[src/rtl/if_stage_pkg.sv]
// Shared pipeline definitions: FSM encoding, constants and IF/ID bundle.
// Imported by the fetch stage, ID stage and hazard unit.
package if_stage_pkg;

    localparam logic [1:0] ST_BOOT = 2'd0;
    localparam logic [1:0] ST_RUN  = 2'd1;
    localparam logic [1:0] ST_HALT = 2'd2;

    localparam logic [31:0] NOP    = 32'h0000_0000;
    localparam logic [31:0] PC_INC = 32'd4;

    typedef struct packed {
        logic [31:0] instr;
        logic [31:0] pc4;
        logic        valid;
    } if_id_t;

    localparam if_id_t IF_ID_BUBBLE = '{
        instr: NOP,
        pc4:   32'h0000_0000,
        valid: 1'b0
    };

    function automatic logic [31:0] align_pc(
        input logic [31:0] a
    );
        return {a[31:2], 2'b00};
    endfunction

    function automatic logic [31:0] sat_inc(
        input logic [31:0] c
    );
        return (c == 32'hFFFF_FFFF) ? c : c + 32'd1;
    endfunction

endpackage

[src/rtl/if_stage_if_id_reg.sv]
// IF/ID pipeline register with flush > load > hold priority.
// The same pattern is reused for the ID/EX register.
module if_id_reg
    import if_stage_pkg::*;
(
    input  logic   clk_i,
    input  logic   rst_i,
    input  logic   load,
    input  logic   flush,
    input  if_id_t d,
    output if_id_t q
);

    always_ff @(posedge clk_i or negedge rst_i) begin
        if (!rst_i) begin
            q <= IF_ID_BUBBLE;
        end else if (flush) begin
            q <= IF_ID_BUBBLE;
        end else if (load) begin
            q <= d;
        end
    end

endmodule

[src/rtl/if_stage.sv]
// Instruction fetch stage: PC register, next-PC selection, BOOT/RUN/HALT
// control and the IF/ID register feeding decode.
module if_stage
    import if_stage_pkg::*;
#(
    parameter logic [31:0] RESET_PC  = 32'h0000_0000,
    parameter logic [31:0] HALT_WORD = 32'hFFFF_FFFF
) (
    input  logic        clk_i,
    input  logic        rst_i,
    output logic [31:0] imem_addr_o,
    input  logic [31:0] imem_instr_i,
    input  logic        stall_i,
    input  logic        redirect_i,
    input  logic [31:0] redirect_pc_i,
    output logic [31:0] if_id_instr_o,
    output logic [31:0] if_id_pc4_o,
    output logic        if_id_valid_o,
    output logic        halted_o,
    output logic [31:0] fetch_count_o
);

    logic [1:0]  state;
    logic [1:0]  state_next;
    logic [31:0] pc;
    logic [31:0] pc_next;
    logic [31:0] pc_plus4;
    logic [31:0] target;
    logic        load;
    logic        flush;
    logic        halted;
    logic [31:0] fetch_count;
    if_id_t      fetch_d;
    if_id_t      fetch_q;

    assign pc_plus4 = pc + PC_INC;
    assign target   = align_pc(redirect_pc_i);

    assign fetch_d = '{
        instr: imem_instr_i,
        pc4:   pc_plus4,
        valid: 1'b1
    };

    always_comb begin
        state_next = state;
        pc_next    = pc;
        load       = 1'b0;
        flush      = 1'b0;
        unique case (state)
            ST_BOOT: begin
                state_next = ST_RUN;
                pc_next    = RESET_PC;
                flush      = 1'b1;
            end
            ST_RUN: begin
                if (redirect_i) begin
                    pc_next = target;
                    flush   = 1'b1;
                end else if (stall_i) begin
                    pc_next = pc;
                end else if (imem_instr_i == HALT_WORD) begin
                    state_next = ST_HALT;
                    flush      = 1'b1;
                end else begin
                    pc_next = pc_plus4;
                    load    = 1'b1;
                end
            end
            ST_HALT: begin
                // An older branch still in flight may pull us out of HALT.
                flush = 1'b1;
                if (redirect_i) begin
                    pc_next    = target;
                    state_next = ST_RUN;
                end
            end
            default: begin
                state_next = ST_BOOT;
                pc_next    = RESET_PC;
                flush      = 1'b1;
            end
        endcase
    end

    always_ff @(posedge clk_i or negedge rst_i) begin
        if (!rst_i) begin
            state       <= ST_BOOT;
            pc          <= RESET_PC;
            halted      <= 1'b0;
            fetch_count <= 32'h0000_0000;
        end else begin
            state  <= state_next;
            pc     <= pc_next;
            halted <= (state_next == ST_HALT);
            if (load) begin
                fetch_count <= sat_inc(fetch_count);
            end
        end
    end

    if_id_reg u_if_id_reg (
        .clk_i (clk_i),
        .rst_i (rst_i),
        .load  (load),
        .flush (flush),
        .d     (fetch_d),
        .q     (fetch_q)
    );

    assign imem_addr_o   = pc;
    assign if_id_instr_o = fetch_q.instr;
    assign if_id_pc4_o   = fetch_q.pc4;
    assign if_id_valid_o = fetch_q.valid;
    assign halted_o      = halted;
    assign fetch_count_o = fetch_count;

endmodule

[config.mk]
export PLATFORM = sky130hd
export DESIGN_NAME = if_stage
export DESIGN_NICKNAME = d
export VERILOG_FILES = /design/src/rtl/if_stage_pkg.sv /design/src/rtl/if_stage_if_id_reg.sv /design/src/rtl/if_stage.sv
export SDC_FILE = /design/constraint.sdc
export NUM_CORES = 1
export LEC_CHECK = 0
export BUFFER_PORTS_ARGS = -buffer_cell sky130_fd_sc_hd__buf_2
export CORE_UTILIZATION = 35
export CTS_CLUSTER_SIZE = 20
export DETAILED_ROUTE_END_ITERATION = 10
export PLACE_DENSITY = 0.59
export SETUP_SLACK_MARGIN = 0.05
export SYNTH_ARGS = -nofsm -noshare
export SYNTH_HDL_FRONTEND = slang
export SYNTH_SLANG_ARGS = --single-unit
[constraint.sdc]
create_clock -name clk_i -period 3 [get_ports clk_i]
set_input_delay 0.3 -clock clk_i [delete_from_list [all_inputs] [get_ports clk_i]]
set_output_delay 0.3 -clock clk_i [all_outputs]
set_load 0.005 [all_outputs]
Word-level counts from Yosys, hierarchy flattened
Cells that the tools add are included.

storage, ports and cells
  flip-flop bits (word level) = 132
  input bits = 68
  output and inout bits = 130

cells by class
  $add $sub $neg = 2
  equal/unequal tests = 8
  mux-type cells = 20
  bitwise gates (word level) = 1
  reduce and logical (&&, ||, !) cells = 4

operators with widths
  operator                                        number
  2-to-1 mux 65 bit                               2
  2-to-1 mux 32 bit                               4
  == test 32 bit (second input constant)          2
  case mux 32 bit (2 select lines)                1
  adder 32 x 1 -> 32 bit (second input constant)  1
  adder 32 x 3 -> 32 bit (second input constant)  1
  2-to-1 mux 1 bit                                8
  2-to-1 mux 2 bit                                4
  inequality test 3 bit (second input constant)   2
  case mux 2 bit (3 select lines)                 1
  == test 2 bit (second input constant)           2
  AND reduction 3 bit                             1
  == test 2 x 1 -> 1 bit (second input constant)  1
  logical NOT 2 bit                               1
  inequality test 2 bit (second input constant)   1
  AND reduction 2 bit                             1
  nonzero test 2 bit                              1
  inverter 1 bit                                  1

Depth between registers and ports, before layout
Gate-level depths: netlist of the first run.

  depth after elaboration = 7
  mapped depth = 10
  gate-level depth less buffers = 8

Modules after synthesis
A second synthesis of the first run with hierarchy kept.

second synthesis, totals
  cells, all modules = 658
  area total of the unflattened synthesis = 6,703.9 µm²

by module, submodules not included
  module     instances  cells each  area each (µm²)
  if_stage   1          449         4,036.4
  if_id_reg  1          209         2,667.6

Least setup slack after synthesis of the first run
No wires, ideal clock.

  path type = reg-to-reg
  start = register state[1]
  end = register fetch_count[26] (netlist: fetch_count_o[26])
  library setup time = 0.123 ns
  arrival = 2.035 ns
  path slack = 0.841 ns
  stages on the path, launching flop included = 10
  path buffers = 2
  clock period less this slack = 2.159 ns
  cell sequence = dfrtp_1 -> inv_1 -> ha_1 -> clkbuf_1 -> nand2b_1 -> a211o_1 -> clkbuf_1 -> nor3b_2 -> nand4_1 -> xnor2_1

between the ends
  cells in the longest elaborated chain, start to end = 3

ends and longest elaborated chain
  element                               line            text
  start, declared                       if_stage.sv:23  logic [1:0] state;
  start signal, assigned                if_stage.sv:93  state <= state_next;
  == test 2 x 1 -> 1 bit                if_stage.sv:50  unique case (state)
  2-to-1 mux 1 bit                      if_stage.sv:50
  AND reduction 2 bit (no source line)  --
  end signal, assigned                  if_stage.sv:97  fetch_count <= sat_inc(fetch_count);
  end, declared                         if_stage.sv:32  logic [31:0] fetch_count;

Every way passes these cells.
A chain may end at the register's enable or synchronous reset.

Worst setup path after layout of the first run
  start = register state[1]
  end = register pc[15] (netlist: imem_addr_o[15])

between the ends
  cells in the longest elaborated chain, start to end = 3
  elaborated cells between the ends (all ways) = 7

ends and longest elaborated chain
  element                                                                                 line            text
  == test 2 x 1 -> 1 bit / == test 2 bit (equally long branches)                          if_stage.sv:50
  inequality test 3 bit (no source line) / inequality test 2 bit (equally long branches)  --
  AND reduction 3 bit (no source line)                                                    --
  end signal, assigned                                                                    if_stage.sv:94  pc <= pc_next;
  end, declared                                                                           if_stage.sv:25  logic [31:0] pc;

Parallel ways exist; a longest one is shown, timed or not.

==> results.sh, run 1 <==
export IMPL_slew_limit_headroom_pct=44.20
export IMPL_dieArea_mm2=0.01839
export IMPL_drv_slew=0
export IMPL_status="finished, final reports clean"
export IMPL_drt_vias_per_instance=5.194
export IMPL_first_pass_iters=4
export IMPL_slowest_stage="nor2b_1"
export IMPL_crit_chain="inv_1 > ha_1 > nor2b_1 > nand2_1 > o31a_1 > o21ai_0"
export IMPL_peakVddDrop_v=0.0004036
export IMPL_final_common_cell="buf_2"
export IMPL_power_frac_comb_pct=15.0
export IMPL_ys_ff_latch=129
export IMPL_grtUsageMet1_pct=28.45
export IMPL_clk_path_buf_depth=2
export IMPL_drive_above_1_share_pct=30.40
export IMPL_ctsResizeCount=0
export IMPL_nets=892
export IMPL_wl_per_cell_um=17.36
export IMPL_clk_pin_slew_ns=0.06
export IMPL_avgSynthCellArea_um2=9.950
export IMPL_drtIter0Drc=339
export IMPL_cts_root_buffer="clkbuf_16"
export IMPL_htree_levels=4
export IMPL_area_delta_synth_final_pct=27.95
export IMPL_wirelength_um=18310
export IMPL_start_util_pct=36.00
export IMPL_power_density_mw_per_mm2=567.8
export IMPL_clock_power_share_pct=39.3
export IMPL_grt_busiest_layer="met2"
export IMPL_seq_area_frac_synth_pct=51.66
export IMPL_tightest_slew_ns=0.8320
export IMPL_synth_ff_type="dfrtp_1"
export IMPL_yosysTopAreaCellShare_pct=51.66
export IMPL_die_w_um=135.6
export IMPL_gp_congestion=0.8091
export IMPL_yosysUniqueCellTypes=58
export IMPL_swShare_pct=28.57
export IMPL_synth_area_mm2=0.006248
export IMPL_clk_latency_ns=0.41
export IMPL_rsz0062_at_grt="no"
export IMPL_antenna_found_initial=1
export IMPL_antenna_left=0
export IMPL_clock_fmax_ghz=0.3940
export IMPL_critPathLaunchType="register"
export IMPL_seqPwrFrac_pct=45.7
export IMPL_grt_use_total_pct=20.39
export IMPL_cts_sinks=129
export IMPL_power_switching_mw=1.297
export IMPL_cts_tree="done"
export IMPL_slowest_delay_ns=0.54
export IMPL_place_hpwl_um=13160
export IMPL_crit_arrival_ns=2.86
export IMPL_setup_viol=0
export IMPL_leakagePower_nw=3.887
export IMPL_hold_path_class="input pin to register"
export IMPL_drcViolationCount=0
export IMPL_core_area_mm2=0.01736
export IMPL_mostFrequentLayoutCells="192 x buf_2, 129 x dfrtp_1, 72 x nand2_1, 57 x o21ai_0"
export IMPL_io_pins=198
export IMPL_grt_pass1_wl_um=28610
export IMPL_crit_fanout=16
export IMPL_gr_usage_met2_pct=31.04
export IMPL_port_buffers=193
export IMPL_fin_crit_sh_pct=84.60
export IMPL_dp_slack_ns=0.4793
export IMPL_fp_dieH_um=135.6
export IMPL_period_minus_slack_ns=2.538
export IMPL_end_kind="register"
export IMPL_via_count=5480
export IMPL_crit_type="register to register"
export IMPL_final_setup_tns_ns=0
export IMPL_yosysTopAreaCell="dfrtp_1"
export IMPL_ys_warn_count=0
export IMPL_dp_cells=1023
export IMPL_postSynth_asyncResetShare_pct=100.0
export IMPL_internal_power_mw=3.243
export IMPL_fin_util_pct=46.06
export IMPL_numCtsBuffers=17
export IMPL_timing_final_ws_setup_ns=0.4619
export IMPL_finalNonFillerCells=1055
export IMPL_synth_edff_count=0
export IMPL_rows=48
export IMPL_use_met3_pct=5.200
export IMPL_hold_viol_final=0
export IMPL_cp_data_required_time_ns=3.33
export IMPL_overflow=0
export IMPL_grt_pass1_vias=5205
export IMPL_max_cap_violations=0
export IMPL_synthCells=628
export IMPL_grt_max_degree=67
export IMPL_skew_ns=0.007850
export IMPL_synthTopCellsByArea="dfrtp_1 52%, xnor2_1 6.0%, a22o_1 5.2%, o21ai_0 4.6%, nand2_1 4.3%"
-- cell usage after synthesis (all sizes together), types with 9 or more instances --
cell	number
and3	9
nand4	33
nor2	43
a21oi	18
nand2	72
buf	14
a22oi	10
dfrtp	129
inv	14
o21ai	57
nor3	13
nand3	25
xor2	15
clkbuf	27
xnor2	43
a22o	37
and2	10
-- flip-flops by register name (all words and copies together), names as in the netlist --
name and flops:
fetch_count_o 32, state 2, u_if_id_reg.q 64, imem_addr_o 30
halted_o 1
-- cell type report --
cell class / count / area (µm²)
clock buffers: 19 / 432.9
clock inverters: 11 / 70.07
repair buffers: 211 / 1131
inverters: 14 / 52.55
well taps: 225 / 281.5
fillers: 1714 / 9361
diodes: 1 / 2.502
flip-flops and latches: 129 / 3228
multi-input cells: 445 / 2796
-- power by group through the flow --
| stage | logic [mW] | clock network (mW) | registers [mW] |
|---|---|---|---|
| finish | 0.682 | 1.78 | 2.07 |
| global route | 0.768 | 1.91 | 2.10 |
| global placement | 0.683 | 0 | 2.10 |
| CTS | 0.695 | 1.83 | 2.07 |
| floorplan | 0.338 | 0 | 2.07 |
| detailed placement | 0.691 | 0 | 2.10 |
-- path summary, 6_finish.rpt --
path,from,slack [ns],depth (start not counted),end
setup reg to reg,state[1]$_DFF_PN0_,0.46,6,imem_addr_o[15]$_DFFE_PN0P_
setup / recovery,state[1]$_DFF_PN0_,0.46,6,imem_addr_o[15]$_DFFE_PN0P_
max in group asynchronous,rst_i,1.80,3,imem_addr_o[19]$_DFFE_PN0P_
hold reg to reg,u_if_id_reg.q[17]$_DFFE_PN0P_,0.48,2,u_if_id_reg.q[17]$_DFFE_PN0P_
min in group asynchronous,rst_i,0.37,2,fetch_count_o[10]$_DFFE_PN0P_
hold / removal,imem_instr_i[19],0.13,2,u_if_id_reg.q[52]$_DFFE_PN0P_
-- layer usage --
layer / up-vias / wire length, µm
met3: 20 / 1503
li1: 2631 / -
met2: 208 / 8168
met4: 2 / 226
met1: 2619 / 8401
met5: - / 13
-- per-stage QoR --
step	hold WS [ns]	cell area, µm²	total power, mW
final	0.1318	7995	4.540
after global routing	0.1176	7993	4.781
after detailed placement	0.2597	7480	2.791
after CTS	0.1111	7993	4.595
after floorplan	0.004409	6252	2.412
after global placement	0.2598	7480	2.785
-- what timing repair did --
item | CTS | global route
setup endpoints to repair | 0 | 0
endpoints found under the hold margin | 29 | 0
setup buffers | 0 | 0
hold buffers | 1 | 0
-- critical path, delay by kind of cell, from the launching register on --
| family | cells | cell delay (ns) |
|---|---|---|
| flip-flops | 1 | 0.41 |
| AO/OA/AOI/OAI | 2 | 0.56 |
| buffers and inverters | 1 | 0.09 |
| AND/OR/NAND/NOR | 2 | 1.08 |
| adder cells (fa/ha/maj) | 1 | 0.31 |
-- cells by family (layout without fill, tap and decap cells) --
group | Yosys count | after routing | synth area share (%)
fa+ha+maj | 6 | 6 | 1.201
mux | 2 | 2 | 0.3404
buf+inv | 55 | 255 | 3.844
simple gates | 224 | 224 | 18.28
other cells | 1 | 3 | 0.06001
flops | 129 | 129 | 51.66
compound gates | 153 | 153 | 16.48
xor+xnor | 58 | 58 | 8.130
(Power assumes the default switching activity.)
==> inputs of run 2 (changes only) <==
Clock period 3 ns to 2.6 ns, I/O delays scaled along.
==> run 2 against run 1 <==
Count of clock-buffer cells in the layout increased by 2. Sequential power rose by 15%. Fmax increased by 10%. Sequential share of layout area fell by 0.47 points. Cell count rose by 0.57%. First-iteration DRC count decreased by 10%. Critical endpoint is now imem_addr_o[30]$_DFFE_PN0P_.
==> results.sh, run 2 (synthesis gave the netlist of run 1 again) <==
export IMPL_slew_limit_headroom_pct=45.33
export IMPL_grt_pass1_vias=5134
export IMPL_drt_vias_per_instance=5.190
export IMPL_drtIter0Drc=304
export IMPL_seqCellArea_mm2=0.003228
export IMPL_final_setup_tns_ns=0
export IMPL_seqPwrFrac_pct=44.6
export IMPL_internal_power_mw=3.911
export IMPL_via_count=5507
export IMPL_clk_path_buf_depth=2
export IMPL_grt_use_total_pct=20.48
export IMPL_grt_pass1_wl_um=28460
export IMPL_clock_power_share_pct=40.6
export IMPL_io_pins=198
export IMPL_crit_arrival_ns=2.59
export IMPL_area_delta_synth_final_pct=29.48
export IMPL_skew_ns=0.009287
export IMPL_status="finished, final reports clean"
export IMPL_crit_type="register to register"
export IMPL_power_density_mw_per_mm2=662.7
export IMPL_finalPower_mw=5.362
export IMPL_nFillCells=1684
export IMPL_drive_above_1_share_pct=31.14
export IMPL_overflow=0
export IMPL_gp_congestion=0.8636
export IMPL_start_util_pct=36.00
export IMPL_peakVddDrop_v=0.0004833
export IMPL_fin_crit_sh_pct=88.69
export IMPL_core_area_mm2=0.01736
export IMPL_tightest_slew_ns=0.8151
export IMPL_nets=900
export IMPL_grt_max_degree=130
export IMPL_cts_sinks=129
export IMPL_place_area_mm2=0.007540
export IMPL_top_register="u_if_id_reg.q"
export IMPL_largest_reg_flops=64
export IMPL_end_kind="register"
export IMPL_dieArea_mm2=0.01839
export IMPL_rsz0062_at_grt="no"
export IMPL_cts_tree="done"
export IMPL_drcViolationCount=0
export IMPL_first_pass_iters=6
export IMPL_wirelength_um=17960
export IMPL_clock_fmax_ghz=0.4337
export IMPL_fp_dieH_um=135.6
export IMPL_clk_latency_ns=0.42
export IMPL_whs_ns=0.08291
export IMPL_swShare_pct=27.05
export IMPL_crit_fanout=7
export IMPL_antenna_left=0
export IMPL_htree_levels=4
export IMPL_wl_per_cell_um=16.93
export IMPL_period_minus_slack_ns=2.306
export IMPL_final_common_cell="buf_2"
export IMPL_die_w_um=135.6
export IMPL_rows=48
export IMPL_mostFrequentLayoutCells="192 x buf_2, 129 x dfrtp_1, 72 x nand2_1, 57 x o21ai_0"
export IMPL_power_switching_mw=1.450
export IMPL_clk_pin_slew_ns=0.06
export IMPL_critPathLaunchType="register"
export IMPL_cp_data_required_time_ns=2.89
export IMPL_setup_viol=0
export IMPL_leakagePower_nw=3.950
export IMPL_port_buffers=193
export IMPL_place_hpwl_um=12970
export IMPL_fin_util_pct=46.61
export IMPL_antenna_found_initial=2
export IMPL_hold_viol_final=0
export IMPL_max_cap_violations=0
export IMPL_cts_root_buffer="clkbuf_16"
export IMPL_hold_path_class="input pin to register"
export IMPL_numCtsBuffers=17
export IMPL_final_cell_area_mm2=0.008090
export IMPL_power_frac_comb_pct=14.8
export IMPL_multi_input_comb_area_mm2=0.002801
export IMPL_postCtsSetupBuffers=0
export IMPL_drv_slew=0
## run 2: cell types whose count changed in the layout (fill, tap and decap cells not counted)
cell | previous run | this run
nor3_1 | 12 | 11
clkbuf_1 | 2 | 1
clkinvlp_4 | 3 | 1
nor3_2 | 0 | 1
buf_4 | 16 | 24
clkinv_4 | 2 | 0
bufinv_16 | 0 | 1
clkinv_2 | 6 | 5
clkbuf_8 | 0 | 3
## run 2: worst max-delay path, cell delays in order (launching register included)
cell and delay (ns):
dfrtp_1 0.47, ha_1 0.30, nand4_1 0.29, nor3_1 0.34
nand4_1 0.16, xnor2_1 0.20, a221oi_1 0.32, nor3_1 0.09
## run 2: cell type report
class / instances / area share [%]
antenna: 1 / 0.03093
clock buffer: 21 / 5.815
clock inverter: 7 / 0.7733
inverter: 14 / 0.6496
multi-input combinational: 445 / 34.63
sequential: 129 / 39.90
tap: 225 / 3.480
timing repair buffer: 219 / 14.72
## run 2: worst paths after layout
path	from	to	slack, ns	depth (start not counted)
worst max register to register	imem_addr_o[2]$_DFFE_PN0P_	imem_addr_o[30]$_DFFE_PN0P_	0.29	7
min in group asynchronous	rst_i	fetch_count_o[9]$_DFFE_PN0P_	0.50	3
max in group asynchronous	rst_i	imem_addr_o[23]$_DFFE_PN0P_	1.56	3
worst max-delay path	imem_addr_o[2]$_DFFE_PN0P_	imem_addr_o[30]$_DFFE_PN0P_	0.29	7
worst min-delay path	imem_instr_i[24]	u_if_id_reg.q[57]$_DFFE_PN0P_	0.08	2
worst min register to register	u_if_id_reg.q[21]$_DFFE_PN0P_	u_if_id_reg.q[21]$_DFFE_PN0P_	0.47	2
## run 2: per-layer routing
metal  track usage [%]  vias to the layer above  share of wire (%)  routed length (µm)
met5                 0                        -              0.095                  17
met4             6.617                        2                1.4                 253
met3             5.238                       23                8.6                1552
met2             31.66                      233                 45                8077
met1             27.84                     2591                 45                8061
li1                  -                     2658                  -                   -
## run 2: power groups by stage
stage	Sequential (mW)	Combinational (mW)	Clock, mW
2_1_floorplan	2.39	0.390	0
3_3_place_gp	2.42	0.799	0
3_5_place_dp	2.42	0.805	0
4_1_cts	2.39	0.809	2.25
5_1_grt	2.43	0.896	2.34
6_report	2.39	0.794	2.17
## run 2: per-stage QoR
step,worst slack (ns),instances
floorplan,0.4413,629
global placement,0.1930,1031
detailed placement,0.1993,1031
CTS,0.2447,1060
global route,0.09184,1060
finish,0.2940,1061
## run 2: repair_timing
item                       4_1_cts  5_1_grt
setup endpoints to repair        0        2
hold endpoints to repair        15        0
resized for setup                0        1
hold buffers                     1        0
==> inputs of run 3 (changes only) <==
Settings changed: CORE_UTILIZATION 35 to 40, PLACE_DENSITY 0.59 to 0.66.
==> run 3 against run 2 <==
Sequential share of layout area shrank 0.086 points. Design area grew 0.22%. Register-to-register slack lost 0.04 ns. Count of clock-buffer cells in the layout shrank 2. Clock skew shrank 0.0039 ns. Critical endpoint is now imem_addr_o[22]$_DFFE_PN0P_. Largest power group unchanged.
==> results.sh, run 3 (synthesis gave the netlist of run 1 again) <==
export IMPL_crit_arrival_ns=2.69
export IMPL_final_common_cell="buf_2"
export IMPL_rows=45
export IMPL_gp_congestion=0.8472
export IMPL_grt_max_degree=61
export IMPL_nets=901
export IMPL_multi_input_comb_area_mm2=0.002801
export IMPL_numCtsBuffers=17
export IMPL_top_register="u_if_id_reg.q"
export IMPL_grt_pass1_vias=5250
export IMPL_overflow=0
export IMPL_reg2reg_depth=8
export IMPL_cp_data_required_time_ns=2.94
export IMPL_leakagePower_nw=3.970
export IMPL_clk_path_buf_depth=2
export IMPL_critPathLaunchType="register"
export IMPL_postCtsSetupBuffers=0
export IMPL_antenna_left=0
export IMPL_io_pins=198
export IMPL_core_area_mm2=0.01520
export IMPL_drt_vias_per_instance=5.408
export IMPL_cts_tree="done"
export IMPL_path_depth=8
export IMPL_worstPathBufferInverterCount=1
export IMPL_hold_viol_final=0
export IMPL_start_util_pct=41.10
export IMPL_wirelength_um=18100
export IMPL_first_pass_iters=5
export IMPL_period_minus_slack_ns=2.351
export IMPL_max_cap_violations=0
export IMPL_drive_above_1_share_pct=31.67
export IMPL_skew_ns=0.005352
export IMPL_wl_per_cell_um=17.59
export IMPL_cp_top_family="simple AND/OR/NAND/NOR gates"
export IMPL_place_hpwl_um=12970
export IMPL_die_w_um=127.0
export IMPL_grt_pass1_wl_um=28210
export IMPL_drtIter0Drc=282
export IMPL_fin_util_pct=53.33
export IMPL_drcViolationCount=0
export IMPL_seqCellArea_mm2=0.003228
export IMPL_cts_sinks=129
export IMPL_largest_reg_flops=64
export IMPL_crit_fanout=10
export IMPL_dieArea_mm2=0.01613
export IMPL_antenna_found_initial=2
export IMPL_mostFrequentLayoutCells="192 x buf_2, 129 x dfrtp_1, 72 x nand2_1, 57 x o21ai_0"
export IMPL_hold_path_class="input pin to register"
export IMPL_crit_type="register to register"
export IMPL_via_count=5565
export IMPL_peakVddDrop_v=0.0004576
export IMPL_status="finished, final reports clean"
export IMPL_port_buffers=193
export IMPL_final_setup_tns_ns=0
export IMPL_drv_slew=0
export IMPL_r2r_slack_ns=0.25
export IMPL_holdPathStages=2
export IMPL_htree_levels=4
export IMPL_slowest_delay_ns=0.50
export IMPL_clock_fmax_ghz=0.4254
export IMPL_slowest_stage="dfrtp_1"
export IMPL_nFillCells=1406
export IMPL_rsz0062_at_grt="no"
export IMPL_crit_chain="ha_1 > nand4_1 > nor3_1 > buf_4 > nand4_1 > nor3_1 > a21oi_1 > o22ai_1"
export IMPL_power_density_mw_per_mm2=686.3
export IMPL_area_delta_synth_final_pct=29.76
export IMPL_clk_pin_slew_ns=0.06
export IMPL_clk_latency_ns=0.42
export IMPL_end_kind="register"
export IMPL_tightest_slew_ns=0.8187
export IMPL_slew_limit_headroom_pct=45.09
export IMPL_fin_crit_sh_pct=90.41
export IMPL_fp_dieH_um=127.0
export IMPL_cts_root_buffer="clkbuf_16"
export IMPL_setup_viol=0
export IMPL_grt_use_total_pct=22.86
run 3: area by class of cell:
cell class | instances | area share [%]
Sequential cell | 129 | 39.81
Multi-Input combinational cell | 445 | 34.55
Timing Repair Buffer | 220 | 14.78
Clock buffer | 19 | 5.586
Tap cell | 188 | 2.901
Clock inverter | 13 | 1.682
Inverter | 14 | 0.6481
Antenna cell | 1 | 0.03086
run 3: repair_timing:
action | 4_1_cts | 5_1_grt
endpoints found under the setup margin | 0 | 2
hold buffers | 1 | 0
resized for setup | 0 | 1
endpoints found under the hold margin | 57 | 0
run 3: final timing paths:
check                                              start                             to
min in group asynchronous                          rst_i  fetch_count_o[12]$_DFFE_PN0P_
min reg2reg                u_if_id_reg.q[29]$_DFFE_PN0P_  u_if_id_reg.q[29]$_DFFE_PN0P_
max                           imem_addr_o[2]$_DFFE_PN0P_    imem_addr_o[22]$_DFFE_PN0P_
min                                     imem_instr_i[19]  u_if_id_reg.q[52]$_DFFE_PN0P_
max reg2reg                   imem_addr_o[2]$_DFFE_PN0P_    imem_addr_o[22]$_DFFE_PN0P_
max in group asynchronous                          rst_i  u_if_id_reg.q[29]$_DFFE_PN0P_
run 3: through the flow:
step / instances / setup WS [ns] / power (mW) / cell area, µm² / hold slack, ns
floorplan: 629 / 0.4413 / 2.784 / 6252 / -0.03559
global placement: 995 / 0.3062 / 3.216 / 7501 / 0.3893
detailed placement: 995 / 0.2837 / 3.228 / 7501 / 0.3897
CTS: 1028 / 0.2741 / 5.603 / 8100 / 0.06261
global route: 1028 / 0.1125 / 5.808 / 8105 / 0.05821
finish: 1029 / 0.2493 / 5.565 / 8108 / 0.08196
run 3: where the power goes:
group | switching, mW | internal (mW) | total [mW]
Combinational | 0.441 | 0.370 | 0.811
Clock | 0.911 | 1.46 | 2.37
Sequential | 0.198 | 2.19 | 2.38
run 3: per-layer routing:
metal / vias up / wire length [µm] / GRT usage [%]
met5: - / 10 / 0
met4: 2 / 276 / 7.773
met3: 22 / 1572 / 7.077
met2: 249 / 8139 / 36.01
met1: 2640 / 8099 / 29.92
li1: 2652 / - / -
